$ cat src/rtl/capture_ctrl_pkg.sv
// Shared types and sizing for the trace capture controller.
package capture_pkg;

  localparam int ENTRIES   = 512;
  localparam int ADDR_W    = $clog2(ENTRIES);
  localparam int DEC_W     = 4;
  localparam int DEC_CNT_W = 16;

  typedef enum logic [2:0] {
    IDLE,
    PRETRIG,
    ARMED,
    POSTTRIG,
    DONE,
    DUMP
  } state_t;

  // Low 'e' bits set; a tick fires when all of them are set in the counter.
  function automatic logic [DEC_CNT_W-1:0] dec_mask(input int unsigned e);
    return (DEC_CNT_W'(1) << e) - 1'b1;
  endfunction

endpackage

$ cat src/rtl/capture_ctrl_if.sv
// Command/trigger/UART side and RAM side of the capture controller.
interface capture_ctrl_if #(
  parameter int ADDR_W = capture_pkg::ADDR_W,
  parameter int DEC_W  = capture_pkg::DEC_W
);
  logic              cap_start;
  logic [ADDR_W-1:0] trig_pos;
  logic [DEC_W-1:0]  decimator;
  logic              trig;
  logic              dump_req;
  logic              tx_done;
  logic              we;
  logic              cap_en;
  logic [ADDR_W-1:0] cap_addr;
  logic [ADDR_W-1:0] trace_end;
  logic              dump_en;
  logic              armed;
  logic              capture_done;
  logic              dump_done;

  modport master (
    output cap_start, trig_pos, decimator, trig, dump_req, tx_done,
    input  we, cap_en, cap_addr, trace_end, dump_en, armed, capture_done, dump_done
  );

  modport slave (
    input  cap_start, trig_pos, decimator, trig, dump_req, tx_done,
    output we, cap_en, cap_addr, trace_end, dump_en, armed, capture_done, dump_done
  );
endinterface

$ cat src/rtl/capture_ctrl_sample_timer.sv
// Decimating sample-tick generator; counter restarts whenever run drops.
module sample_timer #(
  parameter int DEC_W = capture_pkg::DEC_W
) (
  input  logic             clk,
  input  logic             rst_n,
  input  logic             run,
  input  logic [DEC_W-1:0] dec_q,
  output logic             tick
);
  import capture_pkg::*;

  logic [DEC_CNT_W-1:0] cnt_q, cnt_d, mask;

  always_comb begin
    mask  = dec_mask(32'(dec_q));
    cnt_d = run ? cnt_q + 1'b1 : '0;
  end

  always_ff @(posedge clk) begin
    if (!rst_n) cnt_q <= '0;
    else        cnt_q <= cnt_d;
  end

  assign tick = run && ((cnt_q & mask) == mask);

endmodule

$ cat src/rtl/capture_ctrl.sv
// Capture/dump sequencer for a circular trace buffer: pre-trigger fill,
// trigger window, post-trigger count, then one full-trace UART dump.
module capture_ctrl #(
  parameter int ENTRIES = capture_pkg::ENTRIES,
  parameter int ADDR_W  = capture_pkg::ADDR_W,
  parameter int DEC_W   = capture_pkg::DEC_W
) (
  input logic           clk,
  input logic           rst_n,
  capture_ctrl_if.slave bus
);
  import capture_pkg::*;

  localparam int CNT_W = ADDR_W + 1;

  state_t            state_q, state_d;
  logic [ADDR_W-1:0] tp_q, tp_d;
  logic [DEC_W-1:0]  dec_q, dec_d;
  logic [ADDR_W-1:0] wptr_q, wptr_d;
  logic [CNT_W-1:0]  scnt_q, scnt_d, scnt_inc, pre_need;
  logic [ADDR_W-1:0] post_q, post_d;
  logic [ADDR_W-1:0] tx_q, tx_d;
  logic [ADDR_W-1:0] addr_q, addr_d;
  logic [ADDR_W-1:0] tend_q, tend_d;
  logic              we_q, we_d;
  logic              dump_done_q, dump_done_d;
  logic              armed_q, capture_done_q, dump_en_q;
  logic              run, tick;

  assign run = state_q inside {PRETRIG, ARMED, POSTTRIG};

  sample_timer #(.DEC_W(DEC_W)) u_timer (
    .clk   (clk),
    .rst_n (rst_n),
    .run   (run),
    .dec_q (dec_q),
    .tick  (tick)
  );

  always_comb begin
    state_d     = state_q;
    tp_d        = tp_q;
    dec_d       = dec_q;
    wptr_d      = wptr_q;
    scnt_d      = scnt_q;
    post_d      = post_q;
    tx_d        = tx_q;
    addr_d      = addr_q;
    tend_d      = tend_q;
    we_d        = 1'b0;
    dump_done_d = 1'b0;
    scnt_inc    = (scnt_q == CNT_W'(ENTRIES)) ? scnt_q : scnt_q + 1'b1;
    pre_need    = CNT_W'(ENTRIES) - {1'b0, tp_q};

    // tick only fires in the sampling states, so this write path is shared
    if (tick) begin
      we_d   = 1'b1;
      addr_d = wptr_q;
      wptr_d = wptr_q + 1'b1;
    end

    unique case (state_q)
      IDLE: begin
        if (bus.cap_start) begin
          tp_d    = bus.trig_pos;
          dec_d   = bus.decimator;
          wptr_d  = '0;
          scnt_d  = '0;
          state_d = PRETRIG;
        end
      end
      PRETRIG: begin
        if (tick) begin
          scnt_d = scnt_inc;
          if (scnt_inc >= pre_need) state_d = ARMED;
        end
      end
      ARMED: begin
        if (bus.trig) begin
          post_d = '0;
          if (tp_q == '0) begin
            // a coincident tick is the last pre-trigger sample
            tend_d  = wptr_d - 1'b1;
            state_d = DONE;
          end else begin
            state_d = POSTTRIG;
          end
        end
      end
      POSTTRIG: begin
        if (tick) begin
          post_d = post_q + 1'b1;
          if (post_d == tp_q) begin
            tend_d  = wptr_q;
            state_d = DONE;
          end
        end
      end
      DONE: begin
        if (bus.dump_req) begin
          tx_d    = '0;
          state_d = DUMP;
        end
      end
      DUMP: begin
        if (bus.tx_done) begin
          tx_d = tx_q + 1'b1;
          if (tx_q == ADDR_W'(ENTRIES - 1)) begin
            dump_done_d = 1'b1;
            state_d     = IDLE;
          end
        end
      end
      default: state_d = IDLE;
    endcase
  end

  always_ff @(posedge clk) begin
    if (!rst_n) begin
      state_q        <= IDLE;
      tp_q           <= '0;
      dec_q          <= '0;
      wptr_q         <= '0;
      scnt_q         <= '0;
      post_q         <= '0;
      tx_q           <= '0;
      addr_q         <= '0;
      tend_q         <= '0;
      we_q           <= 1'b0;
      dump_done_q    <= 1'b0;
      armed_q        <= 1'b0;
      capture_done_q <= 1'b0;
      dump_en_q      <= 1'b0;
    end else begin
      state_q        <= state_d;
      tp_q           <= tp_d;
      dec_q          <= dec_d;
      wptr_q         <= wptr_d;
      scnt_q         <= scnt_d;
      post_q         <= post_d;
      tx_q           <= tx_d;
      addr_q         <= addr_d;
      tend_q         <= tend_d;
      we_q           <= we_d;
      dump_done_q    <= dump_done_d;
      armed_q        <= (state_d == ARMED);
      capture_done_q <= (state_d == DONE) || (state_d == DUMP);
      dump_en_q      <= (state_d == DUMP);
    end
  end

  assign bus.we           = we_q;
  assign bus.cap_en       = we_q;
  assign bus.cap_addr     = addr_q;
  assign bus.trace_end    = tend_q;
  assign bus.dump_en      = dump_en_q;
  assign bus.armed        = armed_q;
  assign bus.capture_done = capture_done_q;
  assign bus.dump_done    = dump_done_q;

endmodule

$ cat src/flat_wrapper.sv
// flat-port wrapper written by rule: the top's interface ports become plain ports
module capture_ctrl_flat import capture_pkg::*;
#(
  parameter int ENTRIES = capture_pkg::ENTRIES,
  parameter int ADDR_W  = capture_pkg::ADDR_W,
  parameter int DEC_W   = capture_pkg::DEC_W
)
  (clk, rst_n, bus_cap_start, bus_trig_pos, bus_decimator, bus_trig, bus_dump_req, bus_tx_done, bus_we, bus_cap_en, bus_cap_addr, bus_trace_end, bus_dump_en, bus_armed, bus_capture_done, bus_dump_done);
  capture_ctrl_if #(.ADDR_W(ADDR_W), .DEC_W(DEC_W)) bus_i ();
  input logic clk;
  input logic rst_n;
  input wire logic [$bits(bus_i.cap_start)-1:0] bus_cap_start;
  input wire logic [$bits(bus_i.trig_pos)-1:0] bus_trig_pos;
  input wire logic [$bits(bus_i.decimator)-1:0] bus_decimator;
  input wire logic [$bits(bus_i.trig)-1:0] bus_trig;
  input wire logic [$bits(bus_i.dump_req)-1:0] bus_dump_req;
  input wire logic [$bits(bus_i.tx_done)-1:0] bus_tx_done;
  output wire logic [$bits(bus_i.we)-1:0] bus_we;
  output wire logic [$bits(bus_i.cap_en)-1:0] bus_cap_en;
  output wire logic [$bits(bus_i.cap_addr)-1:0] bus_cap_addr;
  output wire logic [$bits(bus_i.trace_end)-1:0] bus_trace_end;
  output wire logic [$bits(bus_i.dump_en)-1:0] bus_dump_en;
  output wire logic [$bits(bus_i.armed)-1:0] bus_armed;
  output wire logic [$bits(bus_i.capture_done)-1:0] bus_capture_done;
  output wire logic [$bits(bus_i.dump_done)-1:0] bus_dump_done;
  assign bus_i.cap_start = bus_cap_start;
  assign bus_i.trig_pos = bus_trig_pos;
  assign bus_i.decimator = bus_decimator;
  assign bus_i.trig = bus_trig;
  assign bus_i.dump_req = bus_dump_req;
  assign bus_i.tx_done = bus_tx_done;
  assign bus_we = bus_i.we;
  assign bus_cap_en = bus_i.cap_en;
  assign bus_cap_addr = bus_i.cap_addr;
  assign bus_trace_end = bus_i.trace_end;
  assign bus_dump_en = bus_i.dump_en;
  assign bus_armed = bus_i.armed;
  assign bus_capture_done = bus_i.capture_done;
  assign bus_dump_done = bus_i.dump_done;
  capture_ctrl #(.ENTRIES(ENTRIES), .ADDR_W(ADDR_W), .DEC_W(DEC_W)) u_core (.clk(clk), .rst_n(rst_n), .bus(bus_i));
endmodule
$ cat config.mk
export PLATFORM = sky130hd
export DESIGN_NAME = capture_ctrl_flat
export DESIGN_NICKNAME = d
export VERILOG_FILES = /design/src/rtl/capture_ctrl_pkg.sv /design/src/rtl/capture_ctrl_if.sv /design/src/rtl/capture_ctrl_sample_timer.sv /design/src/rtl/capture_ctrl.sv /design/src/flat_wrapper.sv
export SDC_FILE = /design/constraint.sdc
export NUM_CORES = 1
export LEC_CHECK = 0
export CAP_MARGIN = 20
export CORE_ASPECT_RATIO = 2
export CORE_UTILIZATION = 49
export CTS_BUF_LIST = sky130_fd_sc_hd__clkbuf_8 sky130_fd_sc_hd__clkbuf_16
export DETAILED_ROUTE_END_ITERATION = 12
export GPL_ROUTABILITY_DRIVEN = 0
export PLACE_DENSITY = 0.75
export SLEW_MARGIN = 5
export SYNTH_ARGS = -nofsm -noshare
export SYNTH_HDL_FRONTEND = slang
export SYNTH_SLANG_ARGS = --single-unit
export TNS_END_PERCENT = 20
$ cat constraint.sdc
create_clock -name clk -period 4.1 [get_ports clk]
set_clock_uncertainty 0.05 [all_clocks]
set_input_delay 0.82 -clock clk [delete_from_list [all_inputs] [get_ports clk]]
set_output_delay 0.82 -clock clk [all_outputs]
set_load 0.02 [all_outputs]
==> qor.txt <==
Yosys warnings: 0
P per Cell Area: 332.5 nW/um^2
Reg power frac: 43.5%
Leakage power total: 0.002404 uW
Critical path launch point: u_core.dec_q[1]$_SDFFE_PN0P_
Area growth, synth to finish: 15.73%
R2R Setup Slk: 0.21 ns
Combinational power share: 12.2%
Worst Setup Start Kind: register
Drt initial violations: 333
Syn Nets: 716
CTS buffer count: 9
Gate Count Post-Synth: 676
Post-synth top cells: dfxtp_1 (91), nand2_1 (85), nor2_1 (57)
Sw power: 536.9 uW
Clock power frac: 44.4%
Initial antenna violation count: 0
CTS HTree Levels: 3
Share of layout cells above drive strength 1: 6.506%
Max-slew violations: 0
# nets final: 742
DRC Markers: 0
Final wirelength: 13880 um
Insertion delay to the later sink of the worst-skew pair: 0.35 ns
Endpoints failing setup: 0
Sink Count: 91
Initial core utilization: 50.09%
HP Class: register to register
Largest net degree at the start of global routing: 34
Clock Tree Buf Depth: 2
Setup TNS: 0 ns
Average instance area after synthesis: 8.061 um^2
Hold Crit Start: u_core.tx_q[8]$_SDFFE_PN0P_
Final Hold Viols: 0
First-pass GRT wire length: 22100 um
Status: complete, no violations
CTS tree: done
Crit end category: register
Leading area contributor after synthesis: dfxtp_1
Crit-path cells: nor3_1 > nand2_1 > ha_1 > buf_4 > nor4b_1 > a31oi_1 > a311oi_1 > or4_4 > nor2_4 > xnor2_1 > ha_2 > o211ai_1 > or4_1 > a21oi_1 > xnor2_1 > nand2_1 > o211a_1
Slowest stage cell, crit path: or4_1
Yosys reg bits: 91
Max capacitance violation total: 0
Crit Path Class: register to register
Worst rel slew slack: 53.24%
# diodes: 0
Period utilization: 94.99%
Arrival @ worst endpoint: 4.09 ns
Number of synthesized flops with an enable pin: 0
Post-route ant nets: 0
IO Count: 43
Peak VDD IR: 231.7 uV
Unrepaired setup endpoints after global routing: no
Crit-path max FO: 10
Row cnt: 54
Die Width: 76.57 um
Die area: 11570 um^2
Internal: 1560 uW
I/O Buffers: 42
Die Ht: 151.1 um
F_max: 256.8 MHz
Ys flop type: dfxtp_1
GRT overflow: 0
Total number of vias: 4976
Root buf cell: clkbuf_16
Top cell type's share of synthesized area: 33.43%
Net Sw Frac: 25.61%
Crit-path max cell delay: 0.42 ns
Drt first pass iters: 4
Wire per inst: 16.39 um
CTS clk-pin slew, worst paths: 0.07 ns
Detailed Place HPWL: 10270 um
Asr flop ratio synth: 0%
Synth unique cells: 68
Via density: 5.875
Gr usage total: 24.28%
CORE AREA: 10880 um^2
Synthesized area: 5449 um^2
Fin crit period: 3.894 ns
Cell with the most instances after synthesis: dfxtp_1
Number of global-route vias before repair: 4822
Final Util: 57.97%
R2r startpoint: u_core.dec_q[1]$_SDFFE_PN0P_
Worst slew pin tran: 0.6989 ns
Worst endpoint required time: 4.29 ns
Top cells by area, synth: dfxtp_1 (33%), nand2_1 (5.9%), xnor2_1 (5.5%), ha_1 (4.8%), xor2_1 (4.3%)
Register area share after synthesis: 33.43%
==> state kept, by name, indices dropped and copies added (netlist names), 3 cells and up <==
signal	flops
u_core.tx_q	9
u_core.wptr_q	9
u_core.bus.cap_addr	9
u_core.scnt_q	10
u_core.tp_q	9
u_core.dec_q	4
u_core.post_q	9
u_core.u_timer.cnt_q	15
u_core.bus.trace_end	9
u_core.state_q	3
==> worst max-delay path, delay by kind of cell (launching register included) <==
| kind | cells | cell delay, ns |
|---|---|---|
| adders and majority gates | 2 | 0.60 |
| DFF | 1 | 0.31 |
| buffers and inverters | 1 | 0.20 |
| AOI/OAI and AO/OA | 5 | 0.86 |
| and+or+nand+nor | 7 | 1.40 |
| xor gates and xnor gates | 2 | 0.39 |
==> stage by stage <==
stage               instances  area (um^2)  hold slack (ns)  setup slack, ns  power, uW
finish                    847         6306           0.4403           0.2055       2096
global route              847         6306           0.4767         0.007057       2175
CTS                       847         6299           0.4460          0.06382       2108
detailed placement        831         5964           0.4344          0.09125       1180
global placement          831         5964           0.4228           0.2189       1172
floorplan                 676         5454           0.4087          0.01017       1107
==> power groups by stage <==
stage,Combinational [uW],Sequential [uW],Clock (uW)
finish,255,911,930
detailed placement,249,931,0
global route,279,912,984
CTS,251,911,945
floorplan,185,922,0
global placement,241,931,0
==> repair_timing <==
item | CTS | global route
setup buffers | 0 | 0
hold buffers | 0 | 0
setup endpoints to repair | 0 | 3
gates resized for setup | 0 | 2
==> path summary, 6_finish.rpt <==
kind                                               end  cells past startpoint
setup / recovery  u_core.bus.trace_end[4]$_SDFFE_PN0P_                     17
hold / removal             u_core.tx_q[8]$_SDFFE_PN0P_                      2
setup reg to reg  u_core.bus.trace_end[4]$_SDFFE_PN0P_                     17
hold reg to reg            u_core.tx_q[8]$_SDFFE_PN0P_                      2
==> layout make-up <==
cell class	count	area [um^2]
Inverter	21	78.83
Tap cell	140	175.2
Clock buffer	10	239.0
Timing Repair Buffer	57	528.0
Sequential cell	91	1822
Clock inverter	6	95.09
Fill cell	969	4572
Multi-Input combinational cell	522	3368
==> cell usage in the layout, fill, tap and decap left out, drive strengths merged, types with 3 or more instances in the layout <==
master / n
and3: 16
xnor2: 34
nor2b: 19
dfxtp: 91
nor2: 57
o21ai: 32
clkbuf: 10
nor4: 12
nor3: 13
nand3: 39
o211ai: 3
nand2b: 7
xor2: 27
a31oi: 7
ha: 21
a21o: 4
or3: 10
a211oi: 3
clkdlybuf4s50: 41
a21boi: 28
and2: 6
nand2: 85
buf: 16
nor4b: 6
mux2i: 16
or4: 4
inv: 23
nand4: 11
o211a: 6
a21oi: 17
==> logic make-up after synthesis <==
kind of cell,count (synthesis),synth area share [%]
simple gates,294,27.19
compound gates,128,16.46
flops,91,33.43
fa+ha+maj,21,4.822
xor+xnor,61,9.805
mux,18,3.352
buf+inv,63,4.937
==> metal layers <==
layer / wire length, um / vias to the layer above / GRT usage [%] / part of all wire [%]
met5: 0 / - / 0 / 0
met4: 738 / 0 / 17.98 / 5.3
met2: 7455 / 150 / 46.26 / 54
met1: 5255 / 2343 / 23.28 / 38
li1: - / 2425 / - / -
met3: 431 / 58 / 3.675 / 3.1
Note: power is estimated with default switching activity, not from simulation.
